File: config.mk
export PLATFORM = sky130hd
export DESIGN_NAME = hamm_stream_decoder_flat
export DESIGN_NICKNAME = d
export VERILOG_FILES = /design/src/rtl/hamm_stream_if.sv /design/src/rtl/hamm_stream_decoder.sv /design/src/flat_wrapper.sv
export SDC_FILE = /design/constraint.sdc
export NUM_CORES = 1
export LEC_CHECK = 0
export ABC_AREA = 0
export CAP_MARGIN = 20
export CORE_MARGIN = 2
export CORE_UTILIZATION = 30
export DETAILED_ROUTE_END_ITERATION = 12
export SYNTH_ARGS = -nofsm -noshare
export SYNTH_HDL_FRONTEND = slang
export SYNTH_SLANG_ARGS = --single-unit
export TNS_END_PERCENT = 20
File: constraint.sdc
create_clock -name clk -period 2 [get_ports clk]
set_clock_uncertainty 0.1 [all_clocks]
set_input_delay 0.4 -clock clk [delete_from_list [all_inputs] [get_ports clk]]
set_output_delay 0.4 -clock clk [all_outputs]
set_load 0.1 [all_outputs]
File: src/rtl/hamm_stream_if.sv
// Codeword-in / packed-word-out stream bundle for the Hamming(7,4) decoder.
//   cw_valid/cw_ready/cw_in         : codeword handshake, one codeword per accept
//   word_valid/word_ready/word_data : packed corrected word handshake
//   err_flags                       : per-slot "syndrome was nonzero" flags
//   corr_cnt                        : saturating count of corrected codewords
// master = source/consumer side, slave = decoder side.
interface hamm_stream_if #(
  parameter int unsigned NCW   = 4,
  parameter int unsigned CNT_W = 8
);
  logic               cw_valid;
  logic               cw_ready;
  logic [6:0]         cw_in;
  logic               word_valid;
  logic               word_ready;
  logic [4*NCW-1:0]   word_data;
  logic [NCW-1:0]     err_flags;
  logic [CNT_W-1:0]   corr_cnt;

  modport master (
    output cw_valid, cw_in, word_ready,
    input  cw_ready, word_valid, word_data, err_flags, corr_cnt
  );

  modport slave (
    input  cw_valid, cw_in, word_ready,
    output cw_ready, word_valid, word_data, err_flags, corr_cnt
  );
endinterface

File: src/rtl/hamm_stream_decoder.sv
// Hamming(7,4) stream decoder: corrects single-bit errors per codeword, packs NCW
// corrected nibbles into one word and hands it out with valid/ready.
//   clk, rst : rising-edge clock, asynchronous active-high reset
//   bus      : hamm_stream_if.slave (codeword in, packed word out, flags, counter)
// Outputs are registers or decodes of the state register only.
module hamm_stream_decoder #(
  parameter int unsigned NCW   = 4,
  parameter int unsigned CNT_W = 8
) (
  input  logic         clk,
  input  logic         rst,
  hamm_stream_if.slave bus
);
  localparam int unsigned W     = 4 * NCW;
  localparam int unsigned IDX_W = (NCW > 1) ? $clog2(NCW) : 1;

  typedef enum logic [0:0] {COLLECT, HOLD} state_t;

  state_t             state_q, state_d;
  logic [IDX_W-1:0]   slot_q, slot_d;
  logic [W-1:0]       data_q, data_d;
  logic [NCW-1:0]     flags_q, flags_d;
  logic [CNT_W-1:0]   cnt_q, cnt_d;

  logic [2:0]         syn;
  logic [6:0]         fixed;
  logic [3:0]         nib;

  // Syndrome and single-bit correction; syndrome value s points at position s.
  always_comb begin
    syn[0] = bus.cw_in[0] ^ bus.cw_in[2] ^ bus.cw_in[4] ^ bus.cw_in[6];
    syn[1] = bus.cw_in[1] ^ bus.cw_in[2] ^ bus.cw_in[5] ^ bus.cw_in[6];
    syn[2] = bus.cw_in[3] ^ bus.cw_in[4] ^ bus.cw_in[5] ^ bus.cw_in[6];
    for (int i = 0; i < 7; i++) begin
      fixed[i] = bus.cw_in[i] ^ (syn == 3'(i + 1));
    end
    nib = {fixed[6], fixed[5], fixed[4], fixed[2]};
  end

  // State and datapath registers.
  always_ff @(posedge clk or posedge rst) begin
    if (rst) begin
      state_q <= COLLECT;
      slot_q  <= '0;
      data_q  <= '0;
      flags_q <= '0;
      cnt_q   <= '0;
    end else begin
      state_q <= state_d;
      slot_q  <= slot_d;
      data_q  <= data_d;
      flags_q <= flags_d;
      cnt_q   <= cnt_d;
    end
  end

  // Next-state and datapath update.
  always_comb begin
    state_d = state_q;
    slot_d  = slot_q;
    data_d  = data_q;
    flags_d = flags_q;
    cnt_d   = cnt_q;
    case (state_q)
      COLLECT: begin
        if (bus.cw_valid) begin
          data_d[{slot_q, 2'b00} +: 4] = nib;
          flags_d[slot_q]              = |syn;
          if ((|syn) && (cnt_q != '1)) begin
            cnt_d = cnt_q + CNT_W'(1);
          end
          if (slot_q == IDX_W'(NCW - 1)) begin
            slot_d  = '0;
            state_d = HOLD;
          end else begin
            slot_d = slot_q + IDX_W'(1);
          end
        end
      end
      HOLD: begin
        if (bus.word_ready) begin
          state_d = COLLECT;
        end
      end
      default: state_d = COLLECT;
    endcase
  end

  assign bus.cw_ready   = (state_q == COLLECT);
  assign bus.word_valid = (state_q == HOLD);
  assign bus.word_data  = data_q;
  assign bus.err_flags  = flags_q;
  assign bus.corr_cnt   = cnt_q;
endmodule
File: src/flat_wrapper.sv
// flat-port wrapper written by rule: the top's interface ports become plain ports
module hamm_stream_decoder_flat 
#(
  parameter int unsigned NCW   = 4,
  parameter int unsigned CNT_W = 8
)
  (clk, rst, bus_cw_valid, bus_cw_in, bus_word_ready, bus_cw_ready, bus_word_valid, bus_word_data, bus_err_flags, bus_corr_cnt);
  hamm_stream_if #(.NCW(NCW), .CNT_W(CNT_W)) bus_i ();
  input  logic clk;
  input  logic rst;
  input wire logic [$bits(bus_i.cw_valid)-1:0] bus_cw_valid;
  input wire logic [$bits(bus_i.cw_in)-1:0] bus_cw_in;
  input wire logic [$bits(bus_i.word_ready)-1:0] bus_word_ready;
  output wire logic [$bits(bus_i.cw_ready)-1:0] bus_cw_ready;
  output wire logic [$bits(bus_i.word_valid)-1:0] bus_word_valid;
  output wire logic [$bits(bus_i.word_data)-1:0] bus_word_data;
  output wire logic [$bits(bus_i.err_flags)-1:0] bus_err_flags;
  output wire logic [$bits(bus_i.corr_cnt)-1:0] bus_corr_cnt;
  assign bus_i.cw_valid = bus_cw_valid;
  assign bus_i.cw_in = bus_cw_in;
  assign bus_i.word_ready = bus_word_ready;
  assign bus_cw_ready = bus_i.cw_ready;
  assign bus_word_valid = bus_i.word_valid;
  assign bus_word_data = bus_i.word_data;
  assign bus_err_flags = bus_i.err_flags;
  assign bus_corr_cnt = bus_i.corr_cnt;
  hamm_stream_decoder #(.NCW(NCW), .CNT_W(CNT_W)) u_core (.clk(clk), .rst(rst), .bus(bus_i));
endmodule
* Word-level counts from Yosys, hierarchy flattened
Cells that the tools add are included.
Word-level totals: memory bits (read-only) 0, latch bits 0, memories kept 0, input bits 11, memory bits (writable) 0, register bits after elaboration 31
Operators by class: reductions and logical operators 5, $lt $le $gt $ge 2, multiply operators 0, equality and inequality tests 6, divide/modulo/power cells 0, shift operators 2, muxes and demuxes 9, bitwise operators 14, add/subtract/negate cells 3
Operators by type and width (number):
- $bwmux 16 | 1
- $shift 4x6->16 const A | 1
- $shiftx 4x6->16 | 1
- $xor 1x1->1 | 13
- $eq 3x3->1 const B | 3
- $add 8x1->8 const B | 1
- $ne 8x8->1 const B | 1
- $neg 4->6 | 1
- $bwmux 4 | 1
- $mux 1 | 4
- $eq 3x2->1 const B | 1
- $lt 2x3->1 const B | 1
- $reduce_and 3->1 | 1
- $reduce_or 3->1 | 1
- $add 2x1->2 const B | 1
- $demux 1 s2 | 1
- $eq 2x2->1 const B | 1
- $ge 2x1->1 const B | 1
- $logic_and 1x1->1 | 2
- $mux 2 | 1
- $pmux 1 s2 | 1
- $reduce_and 2->1 | 1
- $not 1->1 | 1

* Longest topological paths before layout
Gate-level depths: netlist (run 1).
word-level depth 7, depth in mapped cells 8, gate-level depth less buffers 6

* Least setup slack after synthesis (run 1)
Ideal clock, no wire load.
path type register -> register, start point register u_core.state_q (netlist: u_core.bus.word_valid), end point register u_core.data_q[4] (netlist: u_core.bus.word_data[4]), data required time 1768 ps, cell stages (with the launch flop) 6, period minus slack after synthesis 2355 ps, data arrival time 2123 ps, setup slack -355 ps, cell sequence dfrtp_1 inv_1 nand2_1 nor2_1 nand4_1 o21ai_0
On the way: word-level cells in the longest chain between the ends 2
Ends and longest elaborated chain:
- start, declared | line hamm_stream_decoder.sv:19 | state_t state_q, state_d;
- start signal, assigned | line hamm_stream_decoder.sv:49 | state_q <= state_d;
- $not 1->1
- via bus_cw_ready | line flat_wrapper.sv:14 | output wire logic [$bits(bus_i.cw_ready)-1:0] bus_cw_ready;
- $reduce_and 2->1 (no line)
- end signal, assigned | line hamm_stream_decoder.sv:51 | data_q <= data_d;
- end, declared | line hamm_stream_decoder.sv:21 | logic [W-1:0] data_q, data_d;
The timed path passes the listed nets, and every way through them passes these cells. A chain may end at the register's enable or synchronous reset.

* Final worst setup path (run 1)
start point input bus_cw_in[1], end point register u_core.cnt_q[7] (netlist: u_core.bus.corr_cnt[7])
On the way: word-level cells in the longest chain between the ends 6
Ends and longest elaborated chain:
- start, declared | line flat_wrapper.sv:12 | input wire logic [$bits(bus_i.cw_in)-1:0] bus_cw_in;
- $xor 1x1->1 (3 in a row) | line hamm_stream_decoder.sv:32 | syn[1] = bus.cw_in[1] ^ bus.cw_in[2] ^ bus.cw_in[5] ^ bus.cw_in[6];
- $reduce_or 3->1 | line hamm_stream_decoder.sv:69 | if ((|syn) && (cnt_q != '1)) begin
- $logic_and 1x1->1 | line hamm_stream_decoder.sv:69
- $reduce_and 3->1 (no line)
- end signal, assigned | line hamm_stream_decoder.sv:53 | cnt_q <= cnt_d;
- end, declared | line hamm_stream_decoder.sv:23 | logic [CNT_W-1:0] cnt_q, cnt_d;
No other way between the ends.

==> results of run 1 <==
==> area by class of cell <==
class | count | area, um2
Clock buffer | 7 | 86.3
Multi-Input combinational cell | 144 | 961
Sequential cell | 31 | 786
Fill cell | 533 | 2760
Timing Repair Buffer | 64 | 890
Inverter | 6 | 26.3
Tap cell | 72 | 90.1
Clock inverter | 1 | 5.00
==> critical path: cells and delay by family <==
kind | cells | cell delay [ns]
xor gates and xnor gates | 2 | 0.37
and+or+nand+nor | 3 | 0.71
buffers and inverters | 1 | 0.49
AOI/OAI and AO/OA | 1 | 0.06
==> final timing paths <==
| path | start | endpoint | slack (ns) | depth (start not counted) |
|---|---|---|---|---|
| worst max-delay path | bus_cw_in[1] | u_core.bus.corr_cnt[7]$_DFFE_PP0P_ | 0.08 | 7 |
| worst min-delay path | rst | u_core.bus.corr_cnt[6]$_DFFE_PP0P_ | 0.30 | 2 |
| worst max register to register | u_core.bus.corr_cnt[4]$_DFFE_PP0P_ | u_core.bus.corr_cnt[7]$_DFFE_PP0P_ | 0.24 | 6 |
| worst min register to register | u_core.bus.corr_cnt[5]$_DFFE_PP0P_ | u_core.bus.corr_cnt[5]$_DFFE_PP0P_ | 0.41 | 1 |
| max in group asynchronous | rst | u_core.bus.word_data[6]$_DFFE_PP0P_ | 0.93 | 3 |
| min in group clk | u_core.bus.corr_cnt[5]$_DFFE_PP0P_ | u_core.bus.corr_cnt[5]$_DFFE_PP0P_ | 0.41 | 1 |
==> flip-flops by register name, summed over array words and instances, names as in the netlist <==
| register | cells |
|---|---|
| u_core.slot_q | 2 |
| u_core.bus.err_flags | 4 |
| u_core.bus.word_data | 16 |
| u_core.bus.word_valid | 1 |
| u_core.bus.corr_cnt | 8 |
==> cells by family (layout without fill, tap and decap cells) <==
family                     after synthesis  after routing
muxes                                    1              1
AOI/OAI and AO/OA                       61             61
and+or+nand+nor                         57             57
buffers and inverters                   14             78
adders and majority gates                7              7
DFF                                     31             31
xor gates and xnor gates                18             18
==> per-layer routing <==
metal / share of wire, % / global-route usage (%) / vias up
met5: 0 / 0 / -
met4: 1.3 / 4.58 / 0
met3: 3.4 / 2.22 / 5
met2: 50 / 22.6 / 33
met1: 45 / 18.1 / 723
li1: - / - / 793
==> cells in the final DEF, fill, tap and decap left out, drive strengths merged, types with 5 or more instances in the layout <==
cell type / instances
clkbuf: 7
ha: 7
xnor2: 9
nor2: 9
nand4: 5
buf: 54
dfrtp: 31
xor2: 9
nand2: 32
o21ai: 34
a21oi: 13
inv: 5
==> what timing repair did <==
item	4_1_cts	5_1_grt
endpoints found under the setup margin	23	18
gates resized for setup	8	15
setup buffers	1	0
gates cloned	0	1
pin swaps	1	2
==> per-stage QoR <==
stage | setup slack [ns] | area [um2] | TNS (ns)
3_5_place_dp | -0.477 | 2690 | -10.24
5_1_grt | 0.00799 | 2840 | 0
2_1_floorplan | -0.00779 | 1780 | -0.0153
6_report | 0.0821 | 2840 | 0
3_3_place_gp | -0.400 | 2690 | -9.29
4_1_cts | -0.00199 | 2800 | -0.00281
==> reports/results.tsv, run 1 <==
metric	value	unit
final net count	270	
Sink Count	31	
vias in the first global route	1526	
CTS Buf Count	5	
Port Buffers	40	
post-synthesis mux area share	0.848	%
WHS	0.303	ns
Worst-Skew Late Latency	0.28	ns
Synth area leaders	dfrtp_1, o21ai_0, nand2_1	
top-count cell post-synth	nand2_1	
remaining antenna violation count	0	
Final setup viols	0	
layout cells sized above 1	33.6	%
most common flop cell mapped by yosys	dfrtp_1	
drt pass-1 iters	4	
Worst Path Max Fanout	3	
clock slew at reported path FFs	0.07	ns
DRC viols	0	
H-tree levels	2	
Cell Area, Synth	1770	um2
largest net degree at the start of global routing	18	
CP max stage delay	0.49	ns
Post-synth EDFFs	0	
unrepaired setup endpoints after global routing	false	
Layout Utilization	50.7	%
WL per Instance	12.6	um
CP cell instances	clkdlybuf4s50_1 > xor2_1 > or3_4 > a21oi_4 > or3_4 > nor2_2 > xor2_1	
Setup CP Type	primary input to flip-flop	
Yosys top cell by area	dfrtp_1	
Ports	41	
YS warnings	0	
most frequent cells after synthesis	nand2_1, dfrtp_1, o21ai_0, a21oi_1	
xor and xnor fraction of the mapped netlist area	10.8	%
Slew HR	72.8	%
area share of fa/ha/maj cells after synthesis	4.95	%
initial DRC count	73	
clock buffer depth	2	
TritonCTS clock tree	built	
Max Transition Viols Final	0	
Post-CTS Hold Buffers	0	
Post-Synth Simple-Gate Area	15.0	%
n_diodes	0	
post-synthesis cell type count	36	
first-pass GRT wire length	7.09	mm
Async S/R FF share, synth	100	%
P&R area growth vs syn	60.6	%
Initial Util	31.6	%
initial antenna violation count	0	
Core ar.	5610	um2
area share of the largest cell type after synthesis	43.8	%
via count	1554	
Final Hold Viols	0	
main combinational cell family by area after synthesis	compound AO/OA/AOI/OAI gates	
number of core rows	27	
fmax	0.521	GHz
via/cell ratio	4.78	
post-DP HPWL	3.18	mm
total grt overflow	0	
clock root cell	clkbuf_8	
chip height	80.8	um
period utilization	95.9	%
Tmin final	1.92	ns
Gate Count Post-Synth	189	
worst path required time	2.11	ns
routability congestion estimate	0.803	
crit path DAT	2.03	ns
complex-gate fraction of the synthesized area	20.2	%
status	completed	
Slew @ Worst Pin	0.408	ns
slowest stage cell, crit path	clkdlybuf4s50_1	
post-synthesis sequential element count	31	
fin cells	325	
Tot GR Track Use	13.6	%
CP endpoint kind	flip-flop	
Chip Width	80.8	um
WL final	4.08	mm
placed cells	315	
HP Class	primary input to asynchronous set/reset pin	
sequential-to-total area share from yosys stat	43.8	%
Max Cap Viol	0	
Worst Setup Start Kind	primary input	
die area	6530	um2
synthesized net count	207	
Avg Synthesized Cell Area	9.37	um2
Power of run 1 is left out: the tool's default activity adds up to more than one toggle a clock period on the data nets, which glitch-free logic cannot reach.
==> run 2, diff against run 1 <==
--- a/config.mk
+++ b/config.mk
@@ -8,8 +8,9 @@
 export ABC_AREA = 0
 export CAP_MARGIN = 20
 export CORE_MARGIN = 2
-export CORE_UTILIZATION = 30
+export CORE_UTILIZATION = 40
 export DETAILED_ROUTE_END_ITERATION = 12
+export PLACE_DENSITY = 0.68
 export SYNTH_ARGS = -nofsm -noshare
 export SYNTH_HDL_FRONTEND = slang
 export SYNTH_SLANG_ARGS = --single-unit
==> run 2 against run 1 <==
Net effect: register-to-register slack lost 0.07 ns; critical path type unchanged; first-iteration DRC count grew 36%; critical path depth shrank 1; global-route usage grew 6.0 points; via count grew 5.2%; clock-buffer cell count shrank 2; non-clock buffer count grew 1; routed wire length grew 13%; utilization grew 16 points.
==> reports/results.tsv, run 2 (synthesis gave the netlist of run 1 again) <==
metric	value	unit
WL per Instance	15.1	um
Final Hold Viols	0	
initial antenna violation count	0	
crit path DAT	2.02	ns
flip-flop count of the largest register after layout	16	
Core ar.	4290	um2
Worst Setup Start Kind	primary input	
Setup CP Type	primary input to flip-flop	
Slew HR	65.9	%
remaining antenna violation count	0	
final net count	271	
die area	4970	um2
commonest non-fill, non-tap cells in the layout	nand2_1, buf_12, o21ai_0	
chip height	70.5	um
Slew @ Worst Pin	0.507	ns
Sink Count	31	
Worst-Skew Late Latency	0.29	ns
clock slew at reported path FFs	0.07	ns
Worst Path Max Fanout	3	
status	completed	
Initial Util	41.2	%
Chip Width	70.5	um
period utilization	95.7	%
Final setup viols	0	
WHS	0.390	ns
Multi-input gate area	985	um2
layout cells sized above 1	35.0	%
n_diodes	0	
unrepaired setup endpoints after global routing	false	
first-pass GRT wire length	7.71	mm
FF-to-FF setup slack	0.17	ns
fmax	0.522	GHz
Worst R2R End	u_core.bus.word_data[10]$_DFFE_PP0P_	
drt pass-1 iters	4	
worst path required time	2.11	ns
Critical path destination	u_core.bus.corr_cnt[5]$_DFFE_PP0P_	
Max Cap Viol	0	
Port Buffers	40	
clock buffer depth	2	
CP cell instances	clkdlybuf4s50_1 > nor2b_1 > o21ai_0 > or3_4 > nor2_2 > xor2_1	
Worst R2R Path Depth	5	
number of core rows	24	
total grt overflow	0	
Ports	41	
Max Transition Viols Final	0	
post-DP HPWL	3.21	mm
H-tree levels	2	
CP endpoint kind	flip-flop	
TritonCTS clock tree	built	
P&R area growth vs syn	60.8	%
clock root cell	clkbuf_8	
register area	786	um2
via count	1635	
worst setup path startpoint	bus_cw_valid	
Tot GR Track Use	19.6	%
CP max stage delay	0.47	ns
via/cell ratio	5.34	
largest net degree at the start of global routing	32	
initial DRC count	99	
DRC viols	0	
Filler Cell Count	344	
HP Class	primary input to asynchronous set/reset pin	
slowest stage cell, crit path	clkdlybuf4s50_1	
WL final	4.63	mm
routability congestion estimate	0.941	
CTS Buf Count	5	
commonest non-fill, non-tap cell in the layout	nand2_1	
Tmin final	1.91	ns
R2R Path Start	u_core.slot_q[0]$_DFFE_PP0P_	
vias in the first global route	1627	
-- run 2: cell types whose count changed in the layout (fill, tap and decap cells not counted), sizes merged --
cell           delta
clkbuf            -2
clkinvlp          +2
buf               +1
clkdlybuf4s50     -1
dlymetal6s2s      +1
-- run 2: worst min-delay path by stage --
stage                                              startpoint                                  end  depth (start not counted)
final                                                     rst         u_core.slot_q[1]$_DFFE_PP0P_                          3
after global routing      u_core.bus.err_flags[3]$_DFFE_PP0P_  u_core.bus.err_flags[3]$_DFFE_PP0P_                          2
after CTS                 u_core.bus.err_flags[3]$_DFFE_PP0P_  u_core.bus.err_flags[3]$_DFFE_PP0P_                          2
after detailed placement  u_core.bus.err_flags[3]$_DFFE_PP0P_  u_core.bus.err_flags[3]$_DFFE_PP0P_                          2
after global placement    u_core.bus.err_flags[3]$_DFFE_PP0P_  u_core.bus.err_flags[3]$_DFFE_PP0P_                          2
after floorplan                                bus_word_ready      u_core.bus.word_valid$_DFF_PP0_                          1
-- run 2: timing repair --
action / CTS / global route
setup buffers: 0 / 1
resized for setup: 16 / 8
hold buffers: 0 / 0
pin swaps: 5 / 2
endpoints found under the setup margin: 23 / 18
-- run 2: cell type report --
| class | instances | share of cell area (%) |
|---|---|---|
| clock buffer | 5 | 2.42 |
| clock inverter | 3 | 0.703 |
| inverter | 6 | 0.923 |
| multi-input combinational | 144 | 34.6 |
| sequential | 31 | 27.6 |
| tap | 52 | 2.28 |
| timing repair buffer | 65 | 31.5 |
-- run 2: stage by stage --
stage                     util [%]  cell area (um2)  setup WS (ns)  instances  TNS (ns)
after floorplan                  -             1780       -0.00779        189   -0.0153
after global placement        62.0             2660         -0.392        297     -8.58
after detailed placement      62.0             2660         -0.436        297     -9.47
after CTS                     65.4             2810       -0.00970        305  -0.00970
after global routing          66.3             2850        0.00928        306         0
final                         66.3             2850         0.0857        306         0
-- run 2: worst max-delay path: cells and delay by family --
kind	cells	cell delay [ns]
simple gates	3	0.77
buf+inv	1	0.47
compound gates	1	0.24
xor+xnor	1	0.14
-- run 2: metal layers --
metal | up-vias | track usage (%) | share of wire, %
met4 | 0 | 9.43 | 2.4
met5 | - | 0 | 0
met2 | 56 | 33.9 | 51
met3 | 9 | 3.42 | 5.1
li1 | 787 | - | -
met1 | 783 | 23.9 | 41
Power of run 2 is left out for the same reason.
